<file path="src/rtl/core_seq.sv">
// Multi-cycle instruction sequencer: FETCH -> DECODE -> EXEC -> [MEM] -> WB,
// owning the instruction register, the fetch/data handshakes and the retire counter.
module core_seq #(
    parameter int TIMEOUT = 255,
    parameter int CNT_W   = 8
) (
    input  logic        clk,
    input  logic        rst,
    input  logic        run,
    output logic        if_req,
    input  logic        if_ack,
    input  logic [31:0] if_rdata,
    output logic [31:0] inst,
    input  logic        mem_acs,
    input  logic        rd_w_ena,
    input  logic        sys_inst,
    output logic        mem_req,
    input  logic        mem_ack,
    output logic        pc_we,
    output logic        rf_we,
    output logic [63:0] instret,
    output logic        halt,
    output logic        err,
    output logic [2:0]  state
);

    // Handshakes: a request (if_req / mem_req) is held high in every cycle of its
    // state and completes on the rising edge where the matching ack is sampled high;
    // acks seen in any other state are ignored.
    typedef enum logic [2:0] {
        S_IDLE   = 3'd0,
        S_FETCH  = 3'd1,
        S_DECODE = 3'd2,
        S_EXEC   = 3'd3,
        S_MEM    = 3'd4,
        S_WB     = 3'd5,
        S_HALT   = 3'd6,
        S_ERR    = 3'd7
    } state_t;

    localparam logic [CNT_W-1:0] WAIT_LAST = CNT_W'(TIMEOUT - 1);
    localparam logic [31:0]      NOP       = 32'h0000_0013;

    state_t           cur_state;
    state_t           nxt_state;
    logic [CNT_W-1:0] wcnt;
    logic             wait_ack;
    logic             timeout;

    always_ff @(posedge clk) begin
        if (rst) begin
            cur_state <= S_IDLE;
        end else begin
            cur_state <= nxt_state;
        end
    end

    // wcnt is zero whenever we are outside FETCH/MEM, so it starts at 0 on entry.
    always_ff @(posedge clk) begin
        if (rst) begin
            wcnt <= '0;
        end else if ((cur_state == S_FETCH || cur_state == S_MEM) && !wait_ack) begin
            wcnt <= wcnt + 1'b1;
        end else begin
            wcnt <= '0;
        end
    end

    always_ff @(posedge clk) begin
        if (rst) begin
            inst <= NOP;
        end else if (cur_state == S_FETCH && if_ack) begin
            inst <= if_rdata;
        end
    end

    always_ff @(posedge clk) begin
        if (rst) begin
            instret <= '0;
        end else if (cur_state == S_WB) begin
            instret <= instret + 64'd1;
        end
    end

    always_comb begin
        nxt_state = cur_state;
        if_req    = 1'b0;
        mem_req   = 1'b0;
        pc_we     = 1'b0;
        rf_we     = 1'b0;
        halt      = 1'b0;
        err       = 1'b0;
        wait_ack  = (cur_state == S_FETCH && if_ack) || (cur_state == S_MEM && mem_ack);
        // Ack wins over timeout when both land in the same cycle.
        timeout   = (TIMEOUT != 0) && !wait_ack && (wcnt == WAIT_LAST);
        case (cur_state)
            S_IDLE: begin
                if (run) nxt_state = S_FETCH;
            end
            S_FETCH: begin
                if_req = 1'b1;
                if (if_ack)       nxt_state = S_DECODE;
                else if (timeout) nxt_state = S_ERR;
            end
            S_DECODE: begin
                // System instructions never retire, even when flagged as memory ops.
                if (sys_inst) nxt_state = S_HALT;
                else          nxt_state = S_EXEC;
            end
            S_EXEC: begin
                if (mem_acs) nxt_state = S_MEM;
                else         nxt_state = S_WB;
            end
            S_MEM: begin
                mem_req = 1'b1;
                if (mem_ack)      nxt_state = S_WB;
                else if (timeout) nxt_state = S_ERR;
            end
            S_WB: begin
                pc_we     = 1'b1;
                rf_we     = rd_w_ena;
                nxt_state = S_FETCH;
            end
            S_HALT: begin
                halt = 1'b1;
            end
            S_ERR: begin
                err = 1'b1;
            end
            default: begin
                nxt_state = S_IDLE;
            end
        endcase
    end

    assign state = cur_state;

endmodule

</file>
<file path="config.mk">
export PLATFORM = sky130hd
export DESIGN_NAME = core_seq
export DESIGN_NICKNAME = d
export VERILOG_FILES = /design/src/rtl/core_seq.sv
export SDC_FILE = /design/constraint.sdc
export NUM_CORES = 1
export LEC_CHECK = 0
export CAP_MARGIN = 40
export CELL_PAD_IN_SITES_DETAIL_PLACEMENT = 1
export CELL_PAD_IN_SITES_GLOBAL_PLACEMENT = 1
export CORE_MARGIN = 5
export CORE_UTILIZATION = 38
export CTS_BUF_LIST = sky130_fd_sc_hd__clkbuf_8
export DETAILED_ROUTE_END_ITERATION = 10
export PLACE_DENSITY = 0.95
export SLEW_MARGIN = 30
export SYNTH_ARGS = -nofsm -noshare
export SYNTH_HDL_FRONTEND = slang
export SYNTH_SLANG_ARGS = --single-unit
</file>
<file path="constraint.sdc">
create_clock -name clk -period 5.7 [get_ports clk]
set_input_delay 1.425 -clock clk [delete_from_list [all_inputs] [get_ports clk]]
set_output_delay 1.425 -clock clk [all_outputs]
set_load 0.05 [all_outputs]
</file>
; ---- After elaboration in Yosys (flattened, before gate mapping)
; Index checks and enable logic that the tools add are counted.
; Widths: inputs -> output; s select.
[classes]
n_div = 0
shifts = 0
add_sub_neg = 2
multipliers = 0
order_cmp = 0
bitwise_logic = 1
n_mux = 13
reduce_logical = 11
eq_ne = 9
[ops]
columns = cell, count
row1 = $add 64x1->64 const B, 1
row2 = $pmux 3 s6, 1
row3 = $mux 3, 5
row4 = $eq 3x3->1 const B, 4
row5 = $add 8x1->8 const B, 1
row6 = $eq 8x8->1 const B, 1
row7 = $mux 1, 7
row8 = $eq 3x2->1 const B, 2
row9 = $reduce_bool 6->1, 1
row10 = $logic_and 1x1->1, 4
row11 = $eq 3x1->1 const B, 1
row12 = $logic_not 3->1, 1
row13 = $logic_or 1x1->1, 2
row14 = $ne 2x2->1 const B, 1
row15 = $reduce_and 2->1, 1
row16 = $reduce_or 2->1, 1
row17 = $logic_not 1->1, 1
row18 = $not 1->1, 1
[word_totals]
latchBits = 0
output_inout_bits = 105
memories = 0
ramBits = 0
reg_bits = 107
input_bits = 40
mem_bits_ro = 0

; ---- Logic depth before layout (Yosys ltp)
; Gate-level depths: netlist (run 1).
[depth]
ltp_word = 8
depth_mapped = 8
depth_no_buf = 6

; ---- Worst setup path after synthesis (run 1)
; OpenSTA, ideal clock, no wires.
[synth_timing]
path_kind = register -> output
from = register cur_state[0] (netlist: state[0])
to = output if_req
arrival_time_ns = 2.227
path_buffers = 1
t_required_ns = 4.275
slack_ns = 2.048
stages_incl_launch_ff = 4
cell_sequence = dfxtp_1 > buf_2 > inv_1 > nor3_1
[synth_via]
elab_chain_len = 2
[synth_lines]
columns = element, line_no
row1 = "start, declared", 44  ; state_t cur_state;
row2 = "start signal, assigned", 54  ; cur_state <= nxt_state;
row3 = $eq 3x1->1, 96  ; case (cur_state)
row4 = $mux 1, 96
row5 = "end, declared", 10  ; output logic if_req,
; No other way between the ends.

; ---- Final worst setup path (run 1)
[layout_timing]
from = input rd_w_ena
to = output rf_we
[layout_via]
elab_chain_len = 1
[layout_lines]
columns = element, line_no
row1 = "start, declared", 15  ; input logic rd_w_ena,
row2 = $mux 1, 96
row3 = "end, declared", 20  ; output logic rf_we,
; No other way between the ends.

==> flow_summary.yaml, run 1 <==
detailed_routing:
  vias: 4939
  route.detailed.drc: 0
  wl_met1_mm: 6.29
  top_layer: "met4"
  drtIter0Drc: 197
  drt_pass1_iterations: 4
  wire_per_inst_um: 17.9
  wl_met3_mm: 1.32
  drtAntennaViolNets: 0
  wl_met2_mm: 8.13
  via_per_inst: 5.47
  drt_wl_total_mm: 16.1
floorplanning:
  coreArea_mm2: 0.0125
  initial_core_util_pct: 38.4
  rows: 41
  io_pins: 145
  die_y_um: 122
  die_w_um: 122
  die-area_mm2: 0.0149
critical_path:
  crit_type: "in2out"
  reg2reg_from: "state[0]"
  crit_family: "buffers and inverters"
  cp_slowest_cell: "clkdlybuf4s50_1"
  reg2reg_slack_ns: 3.02
  worstPathArrival_ns: 2.78
  crit_top_cell: "clkdlybuf4s50_1"
  worstPathMaxFanout: 1
  worstPathRequired_ns: 4.28
  timing.rr.end: "wcnt[7]"
  crit_chain: "clkdlybuf4s50_1 > and2_1 > clkdlybuf4s50_1"
  start_kind: "input pin"
  cp-end-kind: "output pin"
  critical_path_buf_inv_count: 2
  max_stage_delay_ns: 0.80
  rr_worst_depth: 5
layout:
  num-nets-final: 769
  antenna_cells: 0
  finalInstanceArea_mm2: 0.00660
  final_common_cell: "clkdlybuf4s50_1"
  drive_gt1_share_pct: 5.06
  area_growth_pct: 37.9
  final_cell_mix: "clkdlybuf4s50_1 (143), dfxtp_1 (107), nand2_1 (93)"
clock_network:
  cts.sinks: 107
  cts_resized: 0
  cts_max_level: 3
  clk_pin_slew_ns: 0.10
  hold_buffers: 0
  tritoncts: "yes"
  clockBufferDepth: 2
  cts_root_buf: "clkbuf_8"
  insertion_delay_ns: 0.38
  cts_buffers: 9
  cts_setup_buffers: 0
placement:
  dp_hpwl_mm: 12.0
  io_buffers: 144
  place_area_mm2: 0.00640
  place_ws_ns: 1.49
  place_congestion: 0.850
sta:
  worst_pin_slew_ns: 0.785
  finalClockSkew_ns: 0.0114
  hold_viol: 0
  slew_violations: 0
  slew_headroom_pct: 47.3
  fin_crit_sh_pct: 73.8
  grt_setup_unrepaired: "no"
  setup_viol: 0
  fin_crit_ns: 4.21
  final.setup.tns_ns: 0
  whs_ns: 0.462
  setup_ws_ns: 1.49
  fmax_mhz: 238
run_status:
  outcome: "finished, final reports clean"
yosys:
  ys_warn_count: 0
  yosysSeqAreaShare_pct: 44.8
  yosys.area.top_type: "dfxtp_1"
  synth_ff_type: "dfxtp_1"
  synth_area_mm2: 0.00478
  synth_edf_count: 0
  ys_types: 44
  synth_nets: 633
  ys_ff_latch: 107
  synth_top_area_share_pct: 44.8
  synth.avg_cell_area_um2: 8.11
  synth.top_cells.by_area: "dfxtp_1 (45%), nand2_1 (7.4%), a21oi_1 (7.0%)"
  syn_inst: 590
  synthArstFlopShare_pct: 0
power_and_ir_drop:
  leakage_nw: 2.13
  powerDensity_mw_per_mm2: 259
  max-vdd-ir-drop_v: 0.000175
global_route:
  first_global_vias: 5246
  overflow: 0
  antenna_found_initial: 0
  grt_pass1_wl_mm: 26.0
  grt_start_max_net_pins: 50
  track_usage_pct: 21.6
hold_path:
  hp-start: "inst[18]"
  min_to: "inst[18]"
  hold_class: "reg2reg"
  hold_depth: 2
job:
  maxCapViolCount: 0
==> final cells by class <==
class                   count  area, um2
fillers                  1522       5870
clock inverters             5       28.8
inverters                  15       56.3
clock buffers              11        151
multi-input cells         441       2490
well taps                 172        215
repair buffers            152       1510
flip-flops and latches    107       2140
==> stage by stage <==
step	utilization [%]	instances	power, W
CTS	52.8	901	0.00172
global placement	51.1	884	0.00125
global route	52.9	903	0.00179
finish	52.9	903	0.00171
floorplan	-	590	0.00111
detailed placement	51.4	885	0.00128
==> worst register-to-register path, cell delays in order, from the launching register on <==
cell      delay [ns]
dfxtp_1         0.55
inv_1           0.16
nor3_1          0.63
nand2_2         0.56
o211ai_1        0.52
nor2_1          0.12
==> cells by family (layout without fill, tap and decap cells) <==
logic type / after synthesis / count (layout) / share of synthesized area (%)
and+or+nand+nor: 294 / 294 / 32.1
DFF: 107 / 107 / 44.8
AOI/OAI and AO/OA: 106 / 106 / 12.0
buffers and inverters: 42 / 183 / 3.35
xor gates and xnor gates: 37 / 37 / 6.77
adders and majority gates: 3 / 3 / 0.785
muxes: 1 / 1 / 0.209
==> report_power, final <==
| part | switching, W | total [W] | internal (W) |
|---|---|---|---|
| Clock | 0.000263 | 0.000444 | 0.000180 |
| Combinational | 0.000292 | 0.000431 | 0.000140 |
| Sequential | 0.0000446 | 0.000832 | 0.000788 |
==> sequential cells by signal (all words and copies together), names as in the netlist <==
name	cells
instret	64
inst	32
wcnt	8
state	3
==> cells in the mapped netlist, types with 8 or more instances <==
cell,n
nand3_1,29
and3_1,13
nand4_1,27
dfxtp_1,107
nor4_1,11
clkbuf_1,25
nand3b_1,9
nor2_1,51
nand2_1,94
or3_1,16
xnor2_1,14
nor3_1,12
a21oi_1,67
o21ai_0,24
inv_1,14
xor2_1,23
and4_1,8
==> worst max path at each step <==
| stage | startpoint | to | slack, ns | cells after the start |
|---|---|---|---|---|
| final | rd_w_ena | rf_we | 1.49 | 3 |
| after global placement | rd_w_ena | rf_we | 1.49 | 3 |
| after CTS | rd_w_ena | rf_we | 1.48 | 3 |
| after global routing | rd_w_ena | rf_we | 1.47 | 3 |
| after floorplan | state[0] | if_req | 2.05 | 3 |
| after detailed placement | rd_w_ena | rf_we | 1.49 | 3 |
==> metal layers <==
layer | vias to the layer above | global-route usage [%]
met5 | - | 0
met1 | 2408 | 23.5
met2 | 157 | 37.9
met4 | 0 | 9.17
met3 | 26 | 7.75
li1 | 2348 | -
(Power assumes the default switching activity.)
==> run 2, diff against run 1 <==
CORE_UTILIZATION = 35   (was 38)
PLACE_DENSITY = 0.94   (was 0.95)
clock period = 3.9 ns   (was 5.7 ns; I/O delays follow)
==> run 2 against run 1 <==
Net effect:
- clock-buffer cell count grew 2
- register-to-register slack got worse by 1.8 ns
- critical path type is now reg2out
- first-iteration DRC count decreased by 0.51%
- critical path depth grew 1
- via count fell by 2.2%
- clock skew down 0.00094 ns
- critical endpoint unchanged
==> flow_summary.yaml, run 2 (synthesis results as in run 1) <==
global_route:
  antenna_found_initial: 0
  overflow: 0
  first_global_vias: 5205
  track_usage_pct: 19.5
  grt_pass1_wl_mm: 26.0
  grt_start_max_net_pins: 63
floorplanning:
  die_w_um: 127
  io_pins: 145
  die_y_um: 127
  rows: 42
  die-area_mm2: 0.0161
  coreArea_mm2: 0.0133
  initial_core_util_pct: 35.8
clock_network:
  hold_buffers: 0
  cts_max_level: 3
  cts_buffers: 9
  cts.sinks: 107
  tritoncts: "yes"
  cts_setup_buffers: 0
  clk_pin_slew_ns: 0.09
  cts_resized: 0
  insertion_delay_ns: 0.38
  cts_root_buf: "clkbuf_8"
  clockBufferDepth: 2
layout:
  regMostFlops: "instret"
  antenna_cells: 0
  final_common_cell: "clkdlybuf4s50_1"
  top_regs: "instret: 64 flops, inst: 32 flops, wcnt: 8 flops"
  drive_gt1_share_pct: 5.06
  largest_register_ffs: 64
  num-nets-final: 769
  finalInstanceArea_mm2: 0.00664
  area_growth_pct: 38.8
  final_cell_mix: "clkdlybuf4s50_1 (143), dfxtp_1 (107), nand2_1 (94)"
detailed_routing:
  wl_met3_mm: 1.13
  drtIter0Drc: 196
  drt_wl_total_mm: 15.4
  top_layer: "met4"
  wl_met1_mm: 6.37
  wire_per_inst_um: 17.0
  route.detailed.drc: 0
  drtAntennaViolNets: 0
  drt_pass1_iterations: 4
  via_per_inst: 5.33
  wl_met2_mm: 7.60
  vias: 4830
critical_path:
  start_kind: "register"
  reg2reg_from: "instret[11]"
  worstPathArrival_ns: 2.52
  max_stage_delay_ns: 0.70
  worstPathMaxFanout: 12
  startpoint: "state[1]"
  cp_slowest_cell: "clkdlybuf4s50_1"
  crit_chain: "nand3b_1 > clkinv_1 > and2_1 > clkdlybuf4s50_1"
  cp-end-kind: "output pin"
  crit_type: "reg2out"
  worstPathRequired_ns: 2.92
sta:
  finalClockSkew_ns: 0.0105
  hold_viol: 0
  slew_violations: 0
  slew_headroom_pct: 43.6
  final.setup.tns_ns: 0
  grt_setup_unrepaired: "no"
  fmax_mhz: 286
  fin_crit_sh_pct: 89.5
  setup_viol: 0
  whs_ns: 0.463
  worst_pin_slew_ns: 0.840
  fin_crit_ns: 3.49
  setup_ws_ns: 0.408
power_and_ir_drop:
  totalPowerFinal_w: 0.00258
  max-vdd-ir-drop_v: 0.000266
  leakage_nw: 2.15
  powerDensity_mw_per_mm2: 389
placement:
  place_area_mm2: 0.00641
  place_ws_ns: 0.583
  io_buffers: 144
  place_congestion: 0.795
  dp_hpwl_mm: 11.5
job:
  maxCapViolCount: 0
hold_path:
  hp-start: "inst[19]"
  hold_class: "reg2reg"
run_status:
  outcome: "finished, final reports clean"
==> run 2: changes by cell type in the layout (fill, tap and decap cells not counted), moves of 2 or more <==
cell / previous run / this run
buf_4: 5 / 7
clkinvlp_4: 2 / 0
clkbuf_8: 11 / 13
clkbuf_2: 2 / 0
==> run 2: cell type report <==
type / instances / area, um2
fill: 1603 / 6710
multi-input combinational: 441 / 2490
sequential: 107 / 2140
timing repair buffer: 152 / 1510
tap: 176 / 220
clock buffer: 13 / 179
inverter: 15 / 56.3
clock inverter: 3 / 43.8
==> run 2: final timing paths <==
| path | cells after the start | endpoint | slack (ns) |
|---|---|---|---|
| max | 4 | rf_we | 0.41 |
| min reg2reg | 2 | inst[19] | 0.46 |
| min | 2 | inst[19] | 0.46 |
| max reg2reg | 5 | instret[63] | 1.26 |
==> run 2: through the flow <==
| stage | util, % | instances |
|---|---|---|
| 2_1_floorplan | - | 590 |
| 3_3_place_gp | 48.1 | 891 |
| 3_5_place_dp | 48.1 | 891 |
| 4_1_cts | 49.7 | 907 |
| 5_1_grt | 49.7 | 907 |
| 6_report | 49.7 | 907 |
==> run 2: per-layer routing <==
metal	vias to the layer above	track usage (%)
met5	-	0
met4	0	6.75
met3	20	6.26
met2	130	33.9
met1	2331	22.5
li1	2349	-
==> run 2: worst max-delay path, delay by kind of cell, from the launching register on <==
family                 cells  cell delay (ns)
buffers and inverters      2             1.01
AND/OR/NAND/NOR            2             0.57
flip-flops                 1             0.56
==> run 2: power breakdown <==
part	internal [W]	switching [W]	total (W)
clock network	0.000368	0.000379	0.000746
registers	0.00115	0.0000639	0.00121
logic	0.000205	0.000416	0.000621
